`src/rtl/unpacked_array_arbiter.sv`:
```
// Round-robin arbiter that gives M requesters one-access-per-cycle use of a shared
// single-port word array. After every reset an init sequencer zeroes the whole array.
module unpacked_array_arbiter #(
    parameter  int M     = 2,
    parameter  int W     = 8,
    parameter  int DEPTH = 4,
    localparam int AW    = ($clog2(DEPTH) > 1) ? $clog2(DEPTH) : 1,
    localparam int IDW   = ($clog2(M) > 1) ? $clog2(M) : 1
) (
    input  logic           clock,
    input  logic           reset,
    input  logic           req_valid [M],
    input  logic           req_we    [M],
    input  logic [AW-1:0]  req_addr  [M],
    input  logic [W-1:0]   req_wdata [M],
    output logic           req_ready [M],
    output logic [0:M-1]   grant_vec,
    output logic           rsp_valid,
    output logic [IDW-1:0] rsp_id,
    output logic [W-1:0]   rsp_rdata,
    output logic           busy
);

    typedef enum logic {INIT, SERVE} state_t;

    state_t         state_q, state_d;
    logic [AW-1:0]  init_ptr_q;
    logic [IDW-1:0] rr_ptr_q;
    logic [W-1:0]   mem [DEPTH];

    logic           gnt_any;
    logic [IDW-1:0] gnt_idx;
    logic [M-1:0]   gnt_oh;
    logic           sel_we;
    logic [AW-1:0]  sel_addr;
    logic [W-1:0]   sel_wdata;
    logic           in_range;
    logic [W-1:0]   rd_data;

    // Candidate index k places after the round-robin pointer, wrapped mod M.
    function automatic logic [IDW-1:0] rr_idx(input logic [IDW-1:0] base, input int k);
        int s = int'(base) + k;
        return IDW'((s >= M) ? s - M : s);
    endfunction

    always_comb begin
        state_d = state_q;
        gnt_any = 1'b0;
        gnt_idx = '0;
        gnt_oh  = '0;
        if (state_q == INIT) begin
            if (init_ptr_q == AW'(DEPTH - 1))
                state_d = SERVE;
        end else begin
            for (int k = 0; k < M; k++) begin
                if (!gnt_any && req_valid[rr_idx(rr_ptr_q, k)]) begin
                    gnt_any                     = 1'b1;
                    gnt_idx                     = rr_idx(rr_ptr_q, k);
                    gnt_oh[rr_idx(rr_ptr_q, k)] = 1'b1;
                end
            end
        end
    end

    for (genvar i = 0; i < M; i++) begin : g_lane
        assign req_ready[i] = gnt_oh[i];
        assign grant_vec[i] = gnt_oh[i];
    end

    assign busy      = (state_q == INIT);
    assign sel_we    = req_we[gnt_idx];
    assign sel_addr  = req_addr[gnt_idx];
    assign sel_wdata = req_wdata[gnt_idx];
    // Addresses past the last entry are accepted but touch nothing and read as zero.
    assign in_range  = int'(sel_addr) < DEPTH;
    assign rd_data   = in_range ? mem[sel_addr] : '0;

    always_ff @(posedge clock) begin
        if (reset) begin
            state_q    <= INIT;
            init_ptr_q <= '0;
            rr_ptr_q   <= '0;
            rsp_valid  <= 1'b0;
            rsp_id     <= '0;
            rsp_rdata  <= '0;
        end else begin
            state_q   <= state_d;
            rsp_valid <= gnt_any;
            if (state_q == INIT)
                init_ptr_q <= init_ptr_q + 1'b1;
            if (gnt_any) begin
                rsp_id    <= gnt_idx;
                rsp_rdata <= sel_we ? sel_wdata : rd_data;
                rr_ptr_q  <= (gnt_idx == IDW'(M - 1)) ? '0 : gnt_idx + 1'b1;
            end
        end
    end

    // Storage has no reset of its own; the init sequencer clears it.
    always_ff @(posedge clock) begin
        if (!reset) begin
            if (state_q == INIT)
                mem[init_ptr_q] <= '0;
            else if (gnt_any && sel_we && in_range)
                mem[sel_addr] <= sel_wdata;
        end
    end

endmodule

```
`config.mk`:
```
export PLATFORM = sky130hd
export DESIGN_NAME = unpacked_array_arbiter
export DESIGN_NICKNAME = d
export VERILOG_FILES = /design/src/rtl/unpacked_array_arbiter.sv
export SDC_FILE = /design/constraint.sdc
export NUM_CORES = 1
export LEC_CHECK = 0
export ABC_CLOCK_PERIOD_IN_PS = 2340
export CORE_UTILIZATION = 47
export DETAILED_ROUTE_END_ITERATION = 8
export GPL_ROUTABILITY_DRIVEN = 1
export PLACE_DENSITY = 0.77
export RECOVER_POWER = 25
export SETUP_SLACK_MARGIN = 0.05
export SLEW_MARGIN = 20
export SYNTH_ARGS = -nofsm -noshare
export SYNTH_HDL_FRONTEND = slang
export SYNTH_SLANG_ARGS = --single-unit
```
`constraint.sdc`:
```
create_clock -name clock -period 2.34 [get_ports clock]
set_input_delay 0.468 -clock clock [delete_from_list [all_inputs] [get_ports clock]]
set_output_delay 0.468 -clock clock [all_outputs]
set_load 0.02 [all_outputs]
```
==> results of run 1 <==
-- area by class of cell --
class	instances	area share (%)
Clock inverter	2	1.22
Sequential cell	46	40.4
Timing Repair Buffer	66	19.4
Tap cell	67	2.73
Multi-Input combinational cell	165	33.8
Inverter	1	0.122
Clock buffer	6	2.36
-- tightest hold or removal path, cell delays in order (launching register included) --
cell	delay, ns
dfxtp_1	0.31
nor2_1	0.10
nor3_1	0.05
-- state kept, by name, indices dropped and copies added, names as in the netlist --
signal      cells
rsp_rdata       8
rsp_id          1
rsp_valid       1
state_q         1
init_ptr_q      2
mem            32
rr_ptr_q        1
-- metrics by stage --
stage	total power, uW	cell area [um^2]
floorplan	1210	2340
finish	1940	3070
global placement	1380	2960
global route	2020	3070
CTS	1950	3080
detailed placement	1380	2960
-- cell usage in the layout (no fill, tap or decap), types with 4 or more instances in the layout --
master	n
o21ai_0	8
nand3_1	9
buf_4	23
a22oi_1	9
nor3_1	4
dfxtp_1	14
dlygate4sd2_1	5
clkdlybuf4s50_1	23
mux2i_1	10
nand2b_1	19
a211oi_1	16
clkbuf_8	5
a21boi_1	9
dlygate4sd3_1	11
a32o_1	8
edfxtp_1	32
nand2_1	17
nor2_1	37
-- logic make-up after synthesis --
kind of cell | synth area share [%]
AOI/OAI and AO/OA | 18.2
xor gates and xnor gates | 0.375
adders and majority gates | 0.536
buffers and inverters | 3.32
DFF | 53.1
muxes | 5.41
and+or+nand+nor | 19.1
-- power breakdown --
part | total [uW] | internal, uW | switching, uW
combinational | 391 | 188 | 203
clock | 577 | 319 | 258
sequential | 970 | 939 | 30.8
total | 1940 | 1450 | 492
-- final timing paths --
path / start / to / depth (start not counted) / slack (ns)
worst max-delay path: req_valid[1] / req_ready[0] / 5 / 0.17
worst min-delay path: rsp_id / rsp_id / 2 / 0.49
worst max register to register: state_q / mem[1][4] / 6 / 0.29
worst min register to register: rsp_id / rsp_id / 2 / 0.49
-- per-layer routing --
layer | track usage, % | vias to the layer above | routed length [um]
met5 | 0 | - | 0
met4 | 6.32 | 0 | 57
met3 | 4.72 | 8 | 240
met2 | 35.1 | 57 | 2370
met1 | 29.3 | 895 | 2440
li1 | - | 955 | -
==> results.txt, run 1 <==
antenna fix cells - 0
DP Worst Slack - -0.398 ns
Top FF cell, synth - edfxtp_1
crit-path max FO - 4
Placed Cells - 345
average cell area after synthesis - 10.2 um^2
clock sink count - 46
final setup TNS - 0 ns
drt pass-1 iters - 4
number of library cell types mapped by synthesis - 32
First DRT Iteration DRCs - 90
total global-route track usage - 21.7%
Inserted Clock Buffers - 5
Layout Cells excl Fill - 353
total of fill cells in the finished design - 393
most area-hungry cell type in the Yosys netlist - edfxtp_1
slew of the pin with the lowest slew margin - 0.929 ns
final max-slew violation count - 0
maximum number of pins on one net before global-route repair - 19
worst min-delay path category - flip-flop to flip-flop
Final setup viols - 0
effective utilization at floorplan - 49.1%
number of flops mapped to enable cells by yosys - 32
run status - complete, no violations
largest voltage drop on the vdd net - 0.453 mV
vias in the first global route - 1785
clock network latency to the later pin of the worst-skew pair - 0.30 ns
remaining max-slew budget at the tightest pin - 38.1%
Synth area leaders - edfxtp_1 41%, dfxtp_1 12%, nor2_1 5.9%
post-CTS sizing - 11
fraction of layout instances using a drive strength above 1 - 14.0%
kind of capture point of the worst setup path - primary output
worst-case clock buffer depth - 2
warnings from Yosys - 0
num rows - 25
Clock H-tree levels - 2
final number of hold-violating endpoints - 0
number of buffers and inverters on the critical path - 3
synth cell count leaders - 37 x nor2_1, 32 x edfxtp_1, 19 x nand2b_1, 17 x nand2_1, 16 x a211oi_1
maximum clock frequency - 460 MHz
post-layout net count - 312
synthesized area - 0.00234 mm^2
post-detailed-route wirelength per cell - 14.5 um
antenna violations before repair - 0
slowest cell delay on critical path - 0.37 ns
count of unresolved DRC violations after routing - 0
last weighted congestion value of the routability-driven placer - 0.792
post-CTS setup repair buffer count - 0
post-route setup slack - 0.168 ns
Boundary Pins - 41
area taken by multi-input logic gates - 0.00104 mm^2
number of nets with antenna violations after detailed routing - 0
Vert. Die Dim - 72.5 um
cell repeated most along the worst path - dlygate4sd2_1
leakage power of the design - 0.00114 uW
Hold Buf Count CTS - 0
utilization after layout - 64.7%
routed via count - 1915
clock tree root driver cell - clkbuf_8
clock tree from TritonCTS - built
top-area cell type share of the netlist area - 41.1%
clock-pin slew reported for the worst setup and hold paths after clock tree synthesis - 0.08 ns
core region area - 0.00475 mm^2
CP delay by family, top - buffers and inverters
time the final worst path needs with I/O delays and setup - 2.17 ns
proportion of synthesized chip area in sequential cells - 53.1%
largest clock skew in the final design - 0.00903 ns
share of flip-flops with an asynchronous set or reset after synthesis - 0%
Synthesized Nets - 255
Max-Cap Viols - 0
sequential cell area in the final layout - 0.00124 mm^2
library cell with the highest instance count after synthesis - nor2_1
Critical-path top delay cell - dlygate4sd2_1
total power density per cell area - 630 mW/mm^2
kind of start point of the critical path - primary input
worst hold slack across all endpoints - 0.494 ns
RSZ-0062 raised after global routing - no
Arrival @ worst endpoint - 1.70 ns
Data required, critical path - 1.87 ns
post-synthesis instance total - 228
total global routing overflow - 0
layout overhead on the synthesized area - 31.6%
detailed-route vias per instance - 5.42
estimated wirelength of the detail-placed design - 3860 um
period utilisation layout - 92.8%
Total Wirelength - 5110 um
flip-flop and latch count after synthesis - 46
IO Port Bufs - 40
cells traversed along the worst timing path - dlygate4sd2_1, nor2b_1, nor2_1, clkbuf_1, dlygate4sd2_1
critical path start-end classification - primary input to primary output
die area - 0.00526 mm^2
Die Wd - 72.5 um
global-route wire length before repair - 8630 um
Power figures use the tool's default switching activity.
==> run 2: changes to the inputs <==
--- a/config.mk
+++ b/config.mk
@@ -5,11 +5,12 @@
 export SDC_FILE = /design/constraint.sdc
 export NUM_CORES = 1
 export LEC_CHECK = 0
-export ABC_CLOCK_PERIOD_IN_PS = 2340
-export CORE_UTILIZATION = 47
+export ABC_CLOCK_PERIOD_IN_PS = 2040
+export CAP_MARGIN = 20
+export CORE_UTILIZATION = 52
 export DETAILED_ROUTE_END_ITERATION = 8
 export GPL_ROUTABILITY_DRIVEN = 1
-export PLACE_DENSITY = 0.77
+export PLACE_DENSITY = 0.81
 export RECOVER_POWER = 25
 export SETUP_SLACK_MARGIN = 0.05
 export SLEW_MARGIN = 20
==> constraint.sdc (replaced) <==
create_clock -name clock -period 2.04 [get_ports clock]
set_input_delay 0.408 -clock clock [delete_from_list [all_inputs] [get_ports clock]]
set_output_delay 0.408 -clock clock [all_outputs]
set_load 0.02 [all_outputs]
==> results.txt, run 2 (synthesis results as in run 1) <==
clock network latency to the later pin of the worst-skew pair - 0.30 ns
final number of hold-violating endpoints - 0
total power density per cell area - 693 mW/mm^2
IO Port Bufs - 40
utilization after layout - 73.0%
Final setup viols - 0
switching share of power - 27.7%
design area - 0.00316 mm^2
RSZ-0062 raised after global routing - yes
crit-path max FO - 8
total global-route track usage - 23.4%
num rows - 24
layout overhead on the synthesized area - 35.2%
sequential cell area in the final layout - 0.00125 mm^2
drt pass-1 iters - 5
fraction of layout instances using a drive strength above 1 - 18.6%
most frequent cells in the layout - 37 x nor2_1, 32 x edfxtp_1, 26 x buf_4
Die Wd - 69.0 um
clock tree from TritonCTS - built
final max-slew violation count - 0
combinational share of power - 23.5%
proportion of power drawn by the clock network - 25.5%
clock-pin slew reported for the worst setup and hold paths after clock tree synthesis - 0.09 ns
slowest cell delay on critical path - 0.39 ns
kind of start point of the critical path - flip-flop
remaining max-slew budget at the tightest pin - 68.3%
Arrival @ worst endpoint - 1.96 ns
First DRT Iteration DRCs - 108
Vert. Die Dim - 69.0 um
number of nets with antenna violations after detailed routing - 0
effective utilization at floorplan - 54.0%
antenna fix cells - 0
area of placed instances - 0.00306 mm^2
clock sink count - 46
global-route wire length before repair - 8820 um
maximum number of pins on one net before global-route repair - 19
period utilisation layout - 94.8%
Internal - 1580 uW
Reg-to-Reg Start - state_q
leakage power of the design - 0.00120 uW
DP Worst Slack - -0.594 ns
leading cell type in the layout, fill and taps excluded - nor2_1
cells traversed along the worst timing path - nand2_1, nor2_1, mux2_2, mux2_4, nor3_4, buf_12
number of flip-flops under the largest register name - 32
largest voltage drop on the vdd net - 0.512 mV
clock tree root driver cell - clkbuf_8
Inserted Clock Buffers - 5
count of unresolved DRC violations after routing - 0
last weighted congestion value of the routability-driven placer - 0.781
total global routing overflow - 0
maximum clock frequency - 517 MHz
Critical-path top delay cell - dfxtp_2
routed via count - 1950
core region area - 0.00432 mm^2
kind of capture point of the worst setup path - flip-flop
die area - 0.00476 mm^2
run status - complete, no violations
Clock H-tree levels - 2
estimated wirelength of the detail-placed design - 3910 um
critical path start-end classification - flip-flop to flip-flop
register share of total power - 50.9%
slew of the pin with the lowest slew margin - 0.462 ns
total of fill cells in the finished design - 293
area taken by multi-input logic gates - 0.00108 mm^2
origin of the worst setup path - state_q
Data required, critical path - 2.06 ns
post-detailed-route wirelength per cell - 15.1 um
antenna violations before repair - 0
Hold Crit Start - req_valid[1]
post-route setup slack - 0.105 ns
time the final worst path needs with I/O delays and setup - 1.93 ns
post-layout net count - 317
detailed-route vias per instance - 5.69
most flop-heavy register - mem
Boundary Pins - 41
switching power total - 606 uW
worst min-delay path category - primary input to flip-flop
largest clock skew in the final design - 0.0124 ns
Regs by FF count - mem x32, rsp_rdata x8, init_ptr_q x2
vias in the first global route - 1839
Max-Cap Viols - 0
Total Wirelength - 5190 um
worst-case clock buffer depth - 2
-- run 2: cell types whose count changed in the layout (fill, tap and decap cells not counted), sizes merged --
cell,delta
buf,+6
inv,+2
bufinv,-1
clkdlybuf4s15,-1
clkdlybuf4s50,-1
clkinv,+1
clkinvlp,-1
dlygate4sd3,-1
dlymetal6s2s,+1
-- run 2: power groups by stage --
stage	sequential, uW	combinational, uW	clock (uW)
after CTS	1120	523	567
after global placement	1130	507	0
after global routing	1120	562	603
after detailed placement	1130	520	0
final	1110	515	559
after floorplan	1140	264	0
-- run 2: final timing paths --
| kind | depth (start not counted) | endpoint | slack, ns |
|---|---|---|---|
| min reg2reg | 2 | rsp_id | 0.49 |
| max reg2reg | 6 | mem[1][3] | 0.11 |
| max | 6 | mem[1][3] | 0.11 |
| min | 3 | rsp_valid | 0.49 |
-- run 2: cell type report --
class                      instances  area share (%)
tap                               52            2.06
sequential                        46            39.5
multi-input combinational        165            34.3
inverter                           1           0.119
clock buffer                       5            2.18
clock inverter                     3           0.753
timing repair buffer              71            21.1
-- run 2: worst max-delay path, delay by kind of cell (launching register included) --
family	cells	cell delay [ns]
muxes	2	0.68
buffers and inverters	1	0.15
and+or+nand+nor	3	0.44
DFF	1	0.39
-- run 2: what timing repair did --
action                                  in CTS  in global routing
pin swaps                                    0                  0
hold buffers                                 0                  0
resized for setup                           13                  5
hold endpoints to repair                     0                  0
setup buffers                                0                  0
endpoints found under the setup margin      71                 36
-- run 2: per-layer routing --
metal | global-route usage, % | routed length [um]
met5 | 0 | 0
met4 | 6.35 | 36
met3 | 2.92 | 285
met2 | 37.2 | 2490
met1 | 34.1 | 2380
-- run 2: stage by stage --
step	instances	hold WS, ns	power (uW)	setup TNS (ns)
after floorplan	228	0.513	1410	-0.257
after global placement	335	0.474	1640	-28.35
after detailed placement	335	0.476	1650	-31.28
after CTS	343	0.493	2210	0
after global routing	343	0.559	2290	0
final	343	0.486	2190	0
==> run 3: changes to the inputs <==
--- a/config.mk
+++ b/config.mk
@@ -8,6 +8,7 @@
 export ABC_CLOCK_PERIOD_IN_PS = 2040
 export CAP_MARGIN = 20
 export CORE_UTILIZATION = 52
+export CTS_CLUSTER_SIZE = 40
 export DETAILED_ROUTE_END_ITERATION = 8
 export GPL_ROUTABILITY_DRIVEN = 1
 export PLACE_DENSITY = 0.81
==> results of run 3 <==
Same layout as run 2: the final DEF is identical, and so are final timing and power.
